--- config.mk ---
export PLATFORM = sky130hd
export DESIGN_NAME = rom_loader_receiver
export DESIGN_NICKNAME = d
export VERILOG_FILES = /design/src/rtl/rom_loader_receiver.sv
export SDC_FILE = /design/constraint.sdc
export NUM_CORES = 1
export LEC_CHECK = 0
export BUFFER_PORTS_ARGS = -buffer_cell sky130_fd_sc_hd__buf_2
export CAP_MARGIN = 20
export CORE_ASPECT_RATIO = 1.25
export CORE_MARGIN = 1.5
export CORE_UTILIZATION = 24
export DETAILED_ROUTE_END_ITERATION = 8
export PLACE_DENSITY_LB_ADDON = 0.2
export SYNTH_ARGS = -nofsm -noshare
export SYNTH_HDL_FRONTEND = slang
export SYNTH_SLANG_ARGS = --single-unit
export TNS_END_PERCENT = 50
--- constraint.sdc ---
create_clock -name clk -period 3.8 [get_ports clk]
set_clock_uncertainty 0.1 [all_clocks]
set_input_delay 0.76 -clock clk [delete_from_list [all_inputs] [get_ports clk]]
set_output_delay 0.76 -clock clk [all_outputs]
set_load 0.03 [all_outputs]
--- src/rtl/rom_loader_receiver.sv ---
// Receives instruction words from the external ROM loader and writes each one to the
// next ROM address through a single-outstanding request to the ROM controller.
module rom_loader_receiver #(
    parameter int DATA_WIDTH    = 16,
    parameter int ADDRESS_WIDTH = 16
) (
    input  logic                     clk,
    input  logic                     reset,
    input  logic                     rom_loader_reset,
    input  logic                     rom_loader_load,
    input  logic [DATA_WIDTH-1:0]    rom_loader_data,
    output logic                     rom_loader_ack,
    output logic                     rom_loader_load_received,
    output logic                     mem_req,
    output logic [ADDRESS_WIDTH-1:0] mem_addr,
    output logic [DATA_WIDTH-1:0]    mem_data,
    input  logic                     mem_done,
    output logic                     busy,
    output logic [ADDRESS_WIDTH:0]   words_loaded,
    output logic                     wrapped
);

    localparam logic [1:0] S_IDLE    = 2'd0;
    localparam logic [1:0] S_CAPTURE = 2'd1;
    localparam logic [1:0] S_WRITE   = 2'd2;
    localparam logic [1:0] S_ACK     = 2'd3;

    localparam logic [ADDRESS_WIDTH-1:0] ADDR_ONE  = {{(ADDRESS_WIDTH-1){1'b0}}, 1'b1};
    localparam logic [ADDRESS_WIDTH-1:0] ADDR_MAX  = {ADDRESS_WIDTH{1'b1}};
    localparam logic [ADDRESS_WIDTH:0]   WORDS_ONE = {{ADDRESS_WIDTH{1'b0}}, 1'b1};
    localparam logic [ADDRESS_WIDTH:0]   WORDS_MAX = {1'b1, {ADDRESS_WIDTH{1'b0}}};

    logic [1:0]               r_state;
    logic                     r_pending;
    logic                     r_ack;
    logic                     r_load_received;
    logic                     r_mem_req;
    logic [ADDRESS_WIDTH-1:0] r_mem_addr;
    logic [DATA_WIDTH-1:0]    r_mem_data;
    logic [ADDRESS_WIDTH-1:0] r_addr;
    logic [ADDRESS_WIDTH:0]   r_words;
    logic                     r_wrapped;

    logic w_write_end;
    logic w_session_clear;
    logic w_commit;

    // A write that finishes while a session start is pending (or arriving) is not committed.
    assign w_write_end     = (r_state == S_WRITE) && mem_done;
    assign w_session_clear = (rom_loader_reset && (r_state != S_WRITE)) ||
                             (w_write_end && (r_pending || rom_loader_reset));
    assign w_commit        = w_write_end && !r_pending && !rom_loader_reset;

    always_ff @(posedge clk) begin
        if (reset) begin
            r_state         <= S_IDLE;
            r_pending       <= 1'b0;
            r_ack           <= 1'b0;
            r_load_received <= 1'b0;
            r_mem_req       <= 1'b0;
            r_mem_addr      <= '0;
            r_mem_data      <= '0;
        end else begin
            case (r_state)
                S_IDLE: begin
                    r_ack     <= 1'b0;
                    r_mem_req <= 1'b0;
                    if (!rom_loader_reset && rom_loader_load) begin
                        r_state         <= S_CAPTURE;
                        r_load_received <= 1'b1;
                    end
                end
                S_CAPTURE: begin
                    r_load_received <= 1'b0;
                    if (rom_loader_reset) begin
                        r_state <= S_IDLE;
                    end else begin
                        r_mem_data <= rom_loader_data;
                        r_mem_addr <= r_addr;
                        r_mem_req  <= 1'b1;
                        r_state    <= S_WRITE;
                    end
                end
                S_WRITE: begin
                    if (rom_loader_reset) begin
                        r_pending <= 1'b1;
                    end
                    if (mem_done) begin
                        r_mem_req <= 1'b0;
                        if (r_pending || rom_loader_reset) begin
                            r_pending <= 1'b0;
                            r_state   <= S_IDLE;
                        end else begin
                            r_ack   <= 1'b1;
                            r_state <= S_ACK;
                        end
                    end
                end
                S_ACK: begin
                    if (rom_loader_reset || !rom_loader_load) begin
                        r_ack   <= 1'b0;
                        r_state <= S_IDLE;
                    end
                end
                default: begin
                    r_state <= S_IDLE;
                end
            endcase
        end
    end

    always_ff @(posedge clk) begin
        if (reset || w_session_clear) begin
            r_addr    <= '0;
            r_words   <= '0;
            r_wrapped <= 1'b0;
        end else if (w_commit) begin
            r_addr <= r_addr + ADDR_ONE;
            if (r_addr == ADDR_MAX) begin
                r_wrapped <= 1'b1;
            end
            if (r_words != WORDS_MAX) begin
                r_words <= r_words + WORDS_ONE;
            end
        end
    end

    assign rom_loader_ack           = r_ack;
    assign rom_loader_load_received = r_load_received;
    assign mem_req                  = r_mem_req;
    assign mem_addr                 = r_mem_addr;
    assign mem_data                 = r_mem_data;
    assign busy                     = (r_state != S_IDLE) || r_pending;
    assign words_loaded             = r_words;
    assign wrapped                  = r_wrapped;

endmodule

Word level (Yosys, flattened, before mapping)
Index checks and enable logic that the tools add are counted.
{ "word_totals": {"input_bits": 21, "word_cells": 68, "output_inout_bits": 54, "regBits": 72} }
{ "classes": {"muxes": 18, "bitwise": 1, "add_sub_neg": 2, "eq_ne": 11, "reduce_logical": 26} }
{ "op_table": {"columns": ["op", "count"], "rows": [
  ["adder 17 x 1 -> 17 bit (second input constant)", 1],
  ["inequality test 17 bit (second input constant)", 1],
  ["adder 16 x 1 -> 16 bit (second input constant)", 1],
  ["equality test 16 bit (second input constant)", 1],
  ["inequality test 2 bit (second input constant)", 6],
  ["2-to-1 mux 2 bit", 5],
  ["2-to-1 mux 1 bit", 9],
  ["case mux 2 bit (4 select lines)", 1],
  ["AND reduction 2 bit", 4],
  ["logical AND 1 bit", 6],
  ["case mux 1 bit (3 select lines)", 2],
  ["AND reduction 3 bit", 2],
  ["nonzero test 3 bit", 2],
  ["logical OR 1 bit", 5],
  ["equality test 2 bit (second input constant)", 2],
  ["AND reduction 4 bit", 1],
  ["nonzero test 2 bit", 2],
  ["logical NOT 1 bit", 3],
  ["equality test 2 x 1 -> 1 bit (second input constant)", 1],
  ["logical NOT 2 bit", 1],
  ["case mux 1 bit (2 select lines)", 1],
  ["inverter 1 bit", 1]
]} }

Depth between registers and ports, before layout
{ "depth": {"ltp_word": 5, "ltp_mapped": 7, "mapped_depth_nobuf": 6} }

Least setup slack after synthesis
No wires, ideal clock.
{ "synth_timing": {"path_kind": "in2reg", "from": "input rom_loader_reset", "to": "register r_words[16], in the netlist words_loaded[16]", "n_path_buf": 1, "stages": 5, "arrival_time_ns": 2.403, "required_ns": 3.629, "path_slack_ns": 1.226, "setup_ns": 0.071, "path_cell_list": "or4b_4 > or4b_1 > clkbuf_1 > or4_1 > a21oi_1"} }
{ "synth_between": {"elab_chain_cells": 4} }
{ "synth_lines": {"columns": ["element", "line", "source"], "rows": [
  ["start, declared", "9", "input logic rom_loader_reset,"],
  ["logical OR 1 bit", "51", "(w_write_end && (r_pending || rom_loader_reset));"],
  ["logical AND 1 bit", "51", null],
  ["logical OR 1 bit", "50", "assign w_session_clear = (rom_loader_reset && (r_state != S_WRITE)) ||"],
  ["logical OR 1 bit", "113", "if (reset || w_session_clear) begin"],
  ["end signal, assigned", "123", "r_words <= r_words + WORDS_ONE;"],
  ["end, declared", "41", "logic [ADDRESS_WIDTH:0] r_words;"]
]} }
Parallel ways exist; a longest one is shown, timed or not.
A chain may end at the register's enable or synchronous reset.

Worst setup path in the final report
Ends and elaborated chain as after synthesis.

==> results by group <==
Yosys
  • Multiplexer share of the synthesized area: 0.01325
  • Largest family of logic cells by synthesized area: simple AND/OR/NAND/NOR gates
  • Synthesis warning total: 0
  • Post-synth ARST share: 0
  • Syn Std Cell Area: 3023 µm²
  • Seq cells post-synth: 72
  • Post-synthesis compound-gate area fraction: 0.1262
  • Yosys cell types: 39
  • Post-Synthesis Cells: 371
  • Synth area leaders: dfxtp_1 48%, nand2_1 9.9%, a21oi_1 7.9%
  • Most frequently used flop master after synthesis: dfxtp_1
  • Seq/Total Area, Yosys: 0.4768
  • Net Count, Synth: 395
  • Adder-cell area share of the yosys netlist: 0.01242
  • Share of the synthesized area in the top cell type: 0.4768
  • Post-synth EDFFs: 0
  • Count leader, synth: nand2_1
  • Post-synthesis xor/xnor area fraction: 0.04056
  • Simple-gate share of the synthesized area: 0.2959
  • Syn_area_per_cell: 8.148 µm²
  • Commonest cells in the netlist: 80 x nand2_1, 72 x dfxtp_1, 48 x a21oi_1
  • Area leader, netlist: dfxtp_1

STA
  • TNS Setup: 0 ps
  • Setup violators final: 0
  • Final hold viol count: 0
  • Worst-Margin Slew: 959.1 ps
  • Max Slew Vio Count: 0
  • Slew Limit Headroom: 0.3588
  • Fmax: 0.3877 GHz
  • Minimum clock period: 2579 ps
  • RSZ-0062 raised after global routing: no
  • Final worst-path cycle share: 0.6787

CTS
  • Clock Tree Buf Depth: 2
  • CTS tree: yes
  • CTS root buffer: clkbuf_16
  • Post-cts resize count: 0
  • CTS hold repair buffers: 0
  • Clock latency on the worst-skew pair: 330 ps
  • TritonCTS buffer count: 9
  • Post-CTS Setup Bufs: 0
  • Clock Pin Slew Worst Setup and Hold Paths: 60 ps
  • Clock Sinks: 72
  • # H-tree levels: 3

Global route
  • First-pass GRT wire length: 12010 µm
  • Number of global-route vias before repair: 2543
  • Largest net degree at the start of global routing: 41
  • GR Util All Layers: 0.1153
  • Antenna violations before repair: 0
  • Grt total ovfl: 0

Drt
  • Router iterations before antenna repair: 4
  • Drt wl/cell: 12.31 µm
  • Routed Wire Length: 7486 µm
  • Drt drc: 0
  • Vias per std cell: 4.566
  • DRT iter0 DRCs: 99
  • Post-DRT Antenna Nets: 0
  • Vias: 2776

Floorplan
  • Full die area: 13280 µm²
  • Die X-Extent: 103.4 µm
  • Die Y: 128.5 µm
  • Rows: 45
  • Initial Utilization: 0.2474
  • Core Footprint: 12220 µm²
  • Io pins: 75

Critical path
  • CP Data Required Time: 3960 ps
  • Crit Path Category: in2reg
  • Critical Path AT: 2740 ps
  • CP Capture Type: flop
  • Buf+Inv Stages, Crit Path: 1
  • Startpoint types: input port
  • Critical path's largest stage delay: 650 ps
  • CP top delay family: simple AND/OR/NAND/NOR gates
  • R2R setup slack: 1310 ps
  • Worst reg2reg path depth: 4
  • Critical R2R Launch: r_state[0]
  • CP Max Fanout: 13
  • CP Depth: 5
  • Critical path's slowest cell: or4b_1
  • Crit Reg-Reg Endpoint: words_loaded[16]
  • Critical path cell sequence: buf_2 > or4b_4 > or4b_1 > or4_1 > a21oi_1

Cells and area
  • Share of cells above drive strength 1: 0.2185
  • Area Growth Syn to Fin: 27.19%
  • Fillers: 1337
  • Fin area: 3845 µm²
  • Area of the multi-input gates: 1476 µm²
  • Nets: 464
  • Diode count: 0
  • Storage cell area: 1441 µm²

Place
  • GPL Wtd Cong: 0.7374
  • Post-DP Area: 3557 µm²
  • Detailed placer's ending HPWL: 5141 µm
  • IO buf count: 74

Worst hold path
  • Hold Crit Endpoint: mem_addr[3]
  • Hold crit path type: reg2reg
  • HP Start: mem_addr[3]
  • Worst Hold Path Cells: 2

Pwr
  • Worst vdd ir: 0.2056 mV
  • Power per Cell Area: 433.8 nW/µm²
  • Lkg Pwr: 1.468 nW

Status
  • Run status: complete, no violations

Run
  • # Max-Cap Violations: 0
==> metal layers <==
| layer | wire length (µm) | global-route usage | up-vias |
|---|---|---|---|
| met3 | 347 | 0.02499 | 13 |
| met4 | 181 | 0.05962 | 0 |
| met5 | 0 | 0 | - |
| met2 | 3297 | 0.1845 | 64 |
| met1 | 3659 | 0.1442 | 1260 |
| li1 | - | - | 1439 |
==> worst max-delay path by stage <==
stage / startpoint / to / slack, ps
CTS: rom_loader_reset / words_loaded[16] / 1210
global route: rom_loader_reset / words_loaded[16] / 1120
finish: rom_loader_reset / words_loaded[16] / 1220
detailed placement: rom_loader_reset / words_loaded[16] / 880
global placement: rom_loader_reset / words_loaded[16] / 890
floorplan: rom_loader_reset / words_loaded[16] / 1230
==> worst min-delay path: stages, from the launching register on <==
cell and delay, ps:
dfxtp_1 300, nand2_1 50, a21oi_1 50
==> logic make-up (layout without fill, tap and decap cells) <==
logic type,count (synthesis),in the layout
flip-flops,72,72
XOR/XNOR,14,14
multiplexers,4,4
AO/OA/AOI/OAI,70,70
buffers and inverters,28,101
adder cells (fa/ha/maj),3,3
AND/OR/NAND/NOR,180,180
==> where the power goes <==
group	total (mW)	internal (mW)	switching, mW
clock network	0.829	0.519	0.310
logic	0.0730	0.0234	0.0496
registers	0.766	0.761	0.00545
==> sequential cells by signal, indices dropped and copies added, names as in the netlist <==
| name | count |
|---|---|
| mem_addr | 16 |
| mem_data | 16 |
| mem_req | 1 |
| r_addr | 16 |
| r_pending | 1 |
| r_state | 2 |
| rom_loader_ack | 1 |
| rom_loader_load_received | 1 |
| words_loaded | 17 |
| wrapped | 1 |
==> cell type report <==
cell class / instances / area share
flip-flops and latches: 72 / 0.3749
clock inverters: 4 / 0.01171
multi-input cells: 271 / 0.3840
repair buffers: 79 / 0.1061
clock buffers: 11 / 0.06313
well taps: 164 / 0.05337
inverters: 7 / 0.006834
==> through the flow <==
| stage | cells | hold WS [ps] | utilization | power, mW | setup slack [ps] |
|---|---|---|---|---|---|
| 5_1_grt | 608 | 362.8 | 0.3147 | 1.734 | 1116 |
| 3_5_place_dp | 593 | 343.4 | 0.2911 | 0.8580 | 884.1 |
| 3_3_place_gp | 593 | 338.6 | 0.2911 | 0.8564 | 893.4 |
| 4_1_cts | 608 | 351.1 | 0.3147 | 1.690 | 1209 |
| 2_1_floorplan | 371 | 348.8 | - | 0.8281 | 1226 |
| 6_report | 608 | 349.6 | 0.3147 | 1.668 | 1221 |
==> layout by cell type (no fill, tap or decap), types with 7 or more instances in the layout <==
cell       synthesis  layout
nand2_1           80      80
buf_2              0      74
dfxtp_1           72      72
a21oi_1           48      48
nor2_1            22      22
nand3_1           15      15
xnor2_1           11      11
o21ai_0           10      10
clkbuf_16          0       9
or3_1              8       8
inv_1              7       7
nor3_1             7       7
nor4_1             7       7
nand4_1            7       7
(Power assumes the default switching activity.)
